**src/rtl/median3x3_filter_pkg.sv**
```systemverilog
// Shared constants for the 3x3 median filter.
//   DEFAULT_DATA_W : default pixel width in bits
//   MEDIAN_LATENCY : clocks from an accepted column to its dout_valid
//   BORDER_LOSS    : columns per line that never complete a full window
package median3x3_filter_pkg;
   localparam int DEFAULT_DATA_W = 8;
   localparam int MEDIAN_LATENCY = 3;
   localparam int BORDER_LOSS    = 2;
endpackage

```
**src/rtl/median3x3_filter_if.sv**
```systemverilog
// Column-in / pixel-out bundle of the 3x3 median filter.
//   vsync, in_valid, taps0x/1x/2x : column stream from the line buffer
//   dout, dout_valid, dout_eol    : filtered pixel stream to the frame writer
// master = line buffer / frame writer side, slave = the filter.
interface median3x3_filter_if
   import median3x3_filter_pkg::*;
#(
   parameter int DATA_W = DEFAULT_DATA_W
);
   logic              vsync;
   logic              in_valid;
   logic [DATA_W-1:0] taps0x;
   logic [DATA_W-1:0] taps1x;
   logic [DATA_W-1:0] taps2x;
   logic [DATA_W-1:0] dout;
   logic              dout_valid;
   logic              dout_eol;

   modport master (
      output vsync, in_valid, taps0x, taps1x, taps2x,
      input  dout, dout_valid, dout_eol
   );

   modport slave (
      input  vsync, in_valid, taps0x, taps1x, taps2x,
      output dout, dout_valid, dout_eol
   );
endinterface

```
**src/rtl/median3x3_filter_sort3.sv**
```systemverilog
// Combinational 3-input unsigned sorter.
//   a, b, c : inputs
//   max_val, mid_val, min_val : sorted outputs
module median3x3_filter_sort3
   import median3x3_filter_pkg::*;
#(
   parameter int DATA_W = DEFAULT_DATA_W
)(
   input  logic [DATA_W-1:0] a,
   input  logic [DATA_W-1:0] b,
   input  logic [DATA_W-1:0] c,
   output logic [DATA_W-1:0] max_val,
   output logic [DATA_W-1:0] mid_val,
   output logic [DATA_W-1:0] min_val
);
   logic [DATA_W-1:0] hi_ab;
   logic [DATA_W-1:0] lo_ab;

   always_comb begin
      hi_ab   = (a > b) ? a : b;
      lo_ab   = (a > b) ? b : a;
      max_val = (hi_ab > c) ? hi_ab : c;
      min_val = (lo_ab < c) ? lo_ab : c;
      // c above the pair -> pair max is the median; below -> pair min
      if (c > hi_ab)
         mid_val = hi_ab;
      else if (c < lo_ab)
         mid_val = lo_ab;
      else
         mid_val = c;
   end
endmodule

```
**src/rtl/median3x3_filter.sv**
```systemverilog
// 3x3 median filter over a column stream of three vertically aligned pixels.
//   line_clk : pixel clock, rising edge
//   s_rst    : asynchronous active-high reset
//   bus      : slave side of median3x3_filter_if (columns in, medians out)
// A column with col_cnt >= 2 completes a window; the window then passes
// row sort -> column max/mid/min -> final mid, giving dout three clocks
// after the column edge. One output per complete window, none on borders.
module median3x3_filter
   import median3x3_filter_pkg::*;
#(
   parameter int IMAGE_WIDTH = 480,
   parameter int DATA_W      = DEFAULT_DATA_W
)(
   input  logic              line_clk,
   input  logic              s_rst,
   median3x3_filter_if.slave bus
);
   localparam int               CNT_W     = (IMAGE_WIDTH > 1) ? $clog2(IMAGE_WIDTH) : 1;
   localparam logic [CNT_W-1:0] LAST_COL  = CNT_W'(IMAGE_WIDTH - 1);
   localparam logic [CNT_W-1:0] FIRST_WIN = CNT_W'(BORDER_LOSS);

   logic [DATA_W-1:0] taps [3];
   logic [DATA_W-1:0] win_p0 [3][3];   // [row][col], col 0 newest
   logic [CNT_W-1:0]  col_cnt;
   logic              accept;
   logic              vld_p0, eol_p0;

   logic [DATA_W-1:0] row_max [3], row_mid [3], row_min [3];
   logic [DATA_W-1:0] max_p1 [3], mid_p1 [3], min_p1 [3];
   logic              vld_p1, eol_p1;

   logic [DATA_W-1:0] lo_max, mid_mid, hi_min;
   logic [DATA_W-1:0] unused_s2 [6];
   logic [DATA_W-1:0] unused_s3 [2];
   logic [DATA_W-1:0] lo_max_p2, mid_mid_p2, hi_min_p2;
   logic              vld_p2, eol_p2;
   logic [DATA_W-1:0] median;

   always_comb begin
      taps[0] = bus.taps0x;
      taps[1] = bus.taps1x;
      taps[2] = bus.taps2x;
      accept  = bus.in_valid && !bus.vsync;
   end

   // ---- p0: window and column counter ----
   // Any idle cycle clears col_cnt, which covers the in_valid falling edge
   // and keeps windows from straddling two lines.
   always_ff @(posedge line_clk or posedge s_rst) begin
      if (s_rst) begin
         col_cnt <= '0;
         vld_p0  <= 1'b0;
         eol_p0  <= 1'b0;
         for (int r = 0; r < 3; r++)
            for (int c = 0; c < 3; c++)
               win_p0[r][c] <= '0;
      end else begin
         vld_p0 <= accept && (col_cnt >= FIRST_WIN);
         eol_p0 <= accept && (col_cnt == LAST_COL);
         if (bus.vsync) begin
            col_cnt <= '0;
            for (int r = 0; r < 3; r++)
               for (int c = 0; c < 3; c++)
                  win_p0[r][c] <= '0;
         end else if (bus.in_valid) begin
            col_cnt <= (col_cnt == LAST_COL) ? '0 : col_cnt + CNT_W'(1);
            for (int r = 0; r < 3; r++) begin
               win_p0[r][2] <= win_p0[r][1];
               win_p0[r][1] <= win_p0[r][0];
               win_p0[r][0] <= taps[r];
            end
         end else begin
            col_cnt <= '0;
         end
      end
   end

   for (genvar r = 0; r < 3; r++) begin : g_row
      median3x3_filter_sort3 #(.DATA_W(DATA_W)) u_row_sort (
         .a(win_p0[r][0]), .b(win_p0[r][1]), .c(win_p0[r][2]),
         .max_val(row_max[r]), .mid_val(row_mid[r]), .min_val(row_min[r])
      );
   end

   // ---- p1: each row sorted ----
   always_ff @(posedge line_clk or posedge s_rst) begin
      if (s_rst) begin
         vld_p1 <= 1'b0;
         eol_p1 <= 1'b0;
         for (int r = 0; r < 3; r++) begin
            max_p1[r] <= '0;
            mid_p1[r] <= '0;
            min_p1[r] <= '0;
         end
      end else begin
         vld_p1 <= vld_p0;
         eol_p1 <= eol_p0;
         for (int r = 0; r < 3; r++) begin
            max_p1[r] <= row_max[r];
            mid_p1[r] <= row_mid[r];
            min_p1[r] <= row_min[r];
         end
      end
   end

   median3x3_filter_sort3 #(.DATA_W(DATA_W)) u_mins (
      .a(min_p1[0]), .b(min_p1[1]), .c(min_p1[2]),
      .max_val(lo_max), .mid_val(unused_s2[0]), .min_val(unused_s2[1])
   );
   median3x3_filter_sort3 #(.DATA_W(DATA_W)) u_mids (
      .a(mid_p1[0]), .b(mid_p1[1]), .c(mid_p1[2]),
      .max_val(unused_s2[2]), .mid_val(mid_mid), .min_val(unused_s2[3])
   );
   median3x3_filter_sort3 #(.DATA_W(DATA_W)) u_maxs (
      .a(max_p1[0]), .b(max_p1[1]), .c(max_p1[2]),
      .max_val(unused_s2[4]), .mid_val(unused_s2[5]), .min_val(hi_min)
   );

   // ---- p2: max of mins, mid of mids, min of maxes ----
   always_ff @(posedge line_clk or posedge s_rst) begin
      if (s_rst) begin
         vld_p2     <= 1'b0;
         eol_p2     <= 1'b0;
         lo_max_p2  <= '0;
         mid_mid_p2 <= '0;
         hi_min_p2  <= '0;
      end else begin
         vld_p2     <= vld_p1;
         eol_p2     <= eol_p1;
         lo_max_p2  <= lo_max;
         mid_mid_p2 <= mid_mid;
         hi_min_p2  <= hi_min;
      end
   end

   median3x3_filter_sort3 #(.DATA_W(DATA_W)) u_final (
      .a(lo_max_p2), .b(mid_mid_p2), .c(hi_min_p2),
      .max_val(unused_s3[0]), .mid_val(median), .min_val(unused_s3[1])
   );

   // ---- output: dout holds its value between valid pixels ----
   always_ff @(posedge line_clk or posedge s_rst) begin
      if (s_rst) begin
         bus.dout       <= '0;
         bus.dout_valid <= 1'b0;
         bus.dout_eol   <= 1'b0;
      end else begin
         bus.dout_valid <= vld_p2;
         bus.dout_eol   <= vld_p2 && eol_p2;
         if (vld_p2)
            bus.dout <= median;
      end
   end
endmodule

```
**src/flat_wrapper.sv**
```systemverilog
// flat-port wrapper written by rule: the top's interface ports become plain ports
module median3x3_filter_flat import median3x3_filter_pkg::*;
#(
   parameter int IMAGE_WIDTH = 480,
   parameter int DATA_W      = DEFAULT_DATA_W
)
  (line_clk, s_rst, bus_vsync, bus_in_valid, bus_taps0x, bus_taps1x, bus_taps2x, bus_dout, bus_dout_valid, bus_dout_eol);
  median3x3_filter_if #(.DATA_W(DATA_W)) bus_i ();
  input  logic line_clk;
  input  logic s_rst;
  input wire logic [$bits(bus_i.vsync)-1:0] bus_vsync;
  input wire logic [$bits(bus_i.in_valid)-1:0] bus_in_valid;
  input wire logic [$bits(bus_i.taps0x)-1:0] bus_taps0x;
  input wire logic [$bits(bus_i.taps1x)-1:0] bus_taps1x;
  input wire logic [$bits(bus_i.taps2x)-1:0] bus_taps2x;
  output wire logic [$bits(bus_i.dout)-1:0] bus_dout;
  output wire logic [$bits(bus_i.dout_valid)-1:0] bus_dout_valid;
  output wire logic [$bits(bus_i.dout_eol)-1:0] bus_dout_eol;
  assign bus_i.vsync = bus_vsync;
  assign bus_i.in_valid = bus_in_valid;
  assign bus_i.taps0x = bus_taps0x;
  assign bus_i.taps1x = bus_taps1x;
  assign bus_i.taps2x = bus_taps2x;
  assign bus_dout = bus_i.dout;
  assign bus_dout_valid = bus_i.dout_valid;
  assign bus_dout_eol = bus_i.dout_eol;
  median3x3_filter #(.IMAGE_WIDTH(IMAGE_WIDTH), .DATA_W(DATA_W)) u_core (.line_clk(line_clk), .s_rst(s_rst), .bus(bus_i));
endmodule
```
**config.mk**
```make
export PLATFORM = sky130hd
export DESIGN_NAME = median3x3_filter_flat
export DESIGN_NICKNAME = d
export VERILOG_FILES = /design/src/rtl/median3x3_filter_pkg.sv /design/src/rtl/median3x3_filter_if.sv /design/src/rtl/median3x3_filter_sort3.sv /design/src/rtl/median3x3_filter.sv /design/src/flat_wrapper.sv
export SDC_FILE = /design/constraint.sdc
export NUM_CORES = 1
export LEC_CHECK = 0
export CAP_MARGIN = 5
export CORE_MARGIN = 3
export CORE_UTILIZATION = 58
export CTS_CLUSTER_SIZE = 24
export DETAILED_ROUTE_END_ITERATION = 7
export GPL_ROUTABILITY_DRIVEN = 0
export GPL_TIMING_DRIVEN = 1
export PLACE_DENSITY = 0.87
export SYNTH_ARGS = -nofsm -noshare
export SYNTH_HDL_FRONTEND = slang
export SYNTH_SLANG_ARGS = --single-unit
```
**constraint.sdc**
```tcl
create_clock -name line_clk -period 7 [get_ports line_clk]
set_input_delay 1.05 -clock line_clk [delete_from_list [all_inputs] [get_ports line_clk]]
set_output_delay 1.05 -clock line_clk [all_outputs]
set_load 0.01 [all_outputs]
```
==> metrics.txt <==
pwr/cell area=428 mW/mm2; Final nets=1,530; initial antenna violation count=0; CP endpoint kind=flop; first-pass GRT wire length=51.0 mm; Post-CTS Resized=0; area grow syn2layout=9.10%; RSZ-0062 raised after global routing=false; worst reg-to-reg path cell count=15; Most used DFF post-synth=dfrtp_1; reg2reg start=u_core.win_p0[33]$_DFFE_PP0P_; clk_skew=0.0169 ns; Initial Util=0.595; CTS max path bufs=2; Syn Nets=1,518; status=finished, violations left; cells along the critical path=inv_1, ha_1, nor2b_1, o21ai_0, a21oi_1, o31a_1, a21oi_1, ha_1, nand2_1, o21ai_0, mux2i_1, a21oi_1, nor3_1, a21oi_1, o221a_2; Worst Setup EP=u_core.mid_p1[8]$_DFF_PP0_; # IOs=38; VDD IR-drop max=0.276 mV; Leak=6.61 nW; H-tree depth=4; final setup fails=0; share of layout cells above drive strength 1=0.0704; origin of the worst setup path=u_core.win_p0[33]$_DFFE_PP0P_; Via Count=10,400; # Post-CTS Setup Buffers=0; setup TNS=0 ns; cts hold-fix bufs=0; GRT Residual Overflow=0; vias in the first global route=10,200; Slew HR=0.175; CP bufs+invs=1; Tcrit/Tclk final=0.727; Final Hold Viols=0; failing checks=DRC; CTS tree=done; synth unique cells=63; Worst-Margin Slew=1.24 ns; crit path max fanout=26; largest net degree at the start of global routing=154; commonest non-fill, non-tap cell in the layout=dfrtp_1; syn avg cell area=9.43 um2; max-slew violations=0; first-pass iteration count of the detailed router=8; Port Buf Inserts=37; Remaining DRCs=28; WL per Instance=18.7 um; Die Y=154 um; reg-to-reg slack, setup=1.91 ns; Worst-Skew Late Latency=0.44 ns; Arr. time, crit path=5.46 ns; Slowest Stage Delay on Critical Path=0.94 ns; worst reg2reg endpoint=u_core.mid_p1[8]$_DFF_PP0_; most frequent cells in the layout=dfrtp_1 (193), nor2_1 (181), ha_1 (151); flops & latches, synth=193; Die W=154 um; Clock transition at path regs=0.08 ns; num rows=53; min Tclk post-route=5.09 ns; EDFF count, synth=0; CTS root buffer=clkbuf_16; Netlist Area Pre-Place=0.0126 mm2; DRT iter0 DRCs=1,020; # diodes=0; antenna-violating nets left=0; startpoint class of the critical path=flop; Syn Inst Count=1,339; Worst Path Required=7.37 ns; Core ar.=0.0212 mm2; via/cell ratio=6.33; number of max-cap violations=0; Worst path slowest cell=o31a_1; most used cell, CP=a21oi_1; Hold WC Path Type=flop to flop; DIE AREA=0.0236 mm2; WS Path Type=flop to flop; Overall Global Routing Usage=0.262; FFs w/ async S/R, synth=1.00; DP Wirelength=22.2 mm; sequential fraction of the synthesis area=0.382; Inst Count DP=1,606; DRT Wirelength=30.6 mm; Largest delay share family, worst path=compound AO/OA/AOI/OAI gates; clk sink count=193; Synthesis Warnings=0; CTS Buf Count=17; f_max=196 MHz; Final Non-Filler Cells=1,639; CP Depth=15
-- power breakdown --
| group | leakage, nW | switching [mW] | internal, mW |
|---|---|---|---|
| logic | 3.74 | 1.90 | 1.37 |
| registers | 2.58 | 0.251 | 1.35 |
| clock network | 0.300 | 0.478 | 0.545 |
-- logic make-up (layout without fill, tap and decap cells) --
logic type / after synthesis / count (layout) / synth area share
compound gates: 303 / 303 / 0.158
xor+xnor: 6 / 6 / 0.00416
fa+ha+maj: 151 / 151 / 0.150
buf+inv: 172 / 197 / 0.0537
flops: 193 / 193 / 0.382
mux: 139 / 139 / 0.114
simple gates: 375 / 375 / 0.138
-- cell usage after synthesis (22+ instances only) --
cell type | count | area share
mux2_2 | 29 | 0.026
nand2_1 | 52 | 0.015
nor3_1 | 28 | 0.011
ha_1 | 151 | 0.15
clkbuf_1 | 36 | 0.011
a21oi_1 | 118 | 0.047
o21ai_0 | 54 | 0.021
nor2_1 | 181 | 0.054
inv_1 | 124 | 0.037
a21o_1 | 23 | 0.014
nor2b_1 | 22 | 0.011
mux2i_1 | 102 | 0.081
dfrtp_1 | 193 | 0.38
-- registers in the layout, indices dropped and copies added (netlist names), 8 cells and up --
signal / count
u_core.win_p0: 72
u_core.max_p1: 24
u_core.mid_p1: 24
u_core.min_p1: 24
u_core.col_cnt: 9
u_core.bus.dout: 8
u_core.hi_min_p2: 8
u_core.lo_max_p2: 8
u_core.mid_mid_p2: 8
-- layer usage --
metal / global-route usage / routed length (um)
met1: 0.351 / 12900
met3: 0.0357 / 2030
met2: 0.432 / 14400
met4: 0.105 / 1210
met5: 0 / 0
-- final cells by class --
| type | instances | area [um2] |
|---|---|---|
| sequential | 193 | 4830 |
| fill | 1598 | 7440 |
| inverter | 124 | 473 |
| clock buffer | 17 | 425 |
| tap | 275 | 344 |
| timing repair buffer | 41 | 390 |
| clock inverter | 15 | 186 |
| multi-input combinational | 974 | 7130 |
-- how the worst min path moves through the flow --
stage / end / slack (ns) / from / cells past startpoint
finish: u_core.vld_p2$_DFF_PP0_ / 0.35 / u_core.vld_p1$_DFF_PP0_ / 0
CTS: u_core.vld_p2$_DFF_PP0_ / 0.36 / u_core.vld_p1$_DFF_PP0_ / 0
global placement: u_core.eol_p2$_DFF_PP0_ / 0.33 / u_core.eol_p1$_DFF_PP0_ / 0
floorplan: u_core.eol_p1$_DFF_PP0_ / 0.33 / u_core.eol_p0$_DFF_PP0_ / 0
global route: u_core.eol_p1$_DFF_PP0_ / 0.37 / u_core.eol_p0$_DFF_PP0_ / 0
detailed placement: u_core.vld_p2$_DFF_PP0_ / 0.34 / u_core.vld_p1$_DFF_PP0_ / 0
-- stage by stage --
step / total power [mW] / setup slack [ns] / instance area [um2] / hold WS, ns / util
after floorplan: 4.02 / 0.694 / 12600 / 0.331 / -
after global placement: 4.57 / 2.27 / 13200 / 0.334 / 0.620
after detailed placement: 4.74 / 2.09 / 13200 / 0.339 / 0.620
after CTS: 5.82 / 2.06 / 13800 / 0.356 / 0.649
after global routing: 6.30 / 1.52 / 13800 / 0.370 / 0.649
final: 5.90 / 1.91 / 13800 / 0.353 / 0.649
Power figures use the tool's default switching activity.
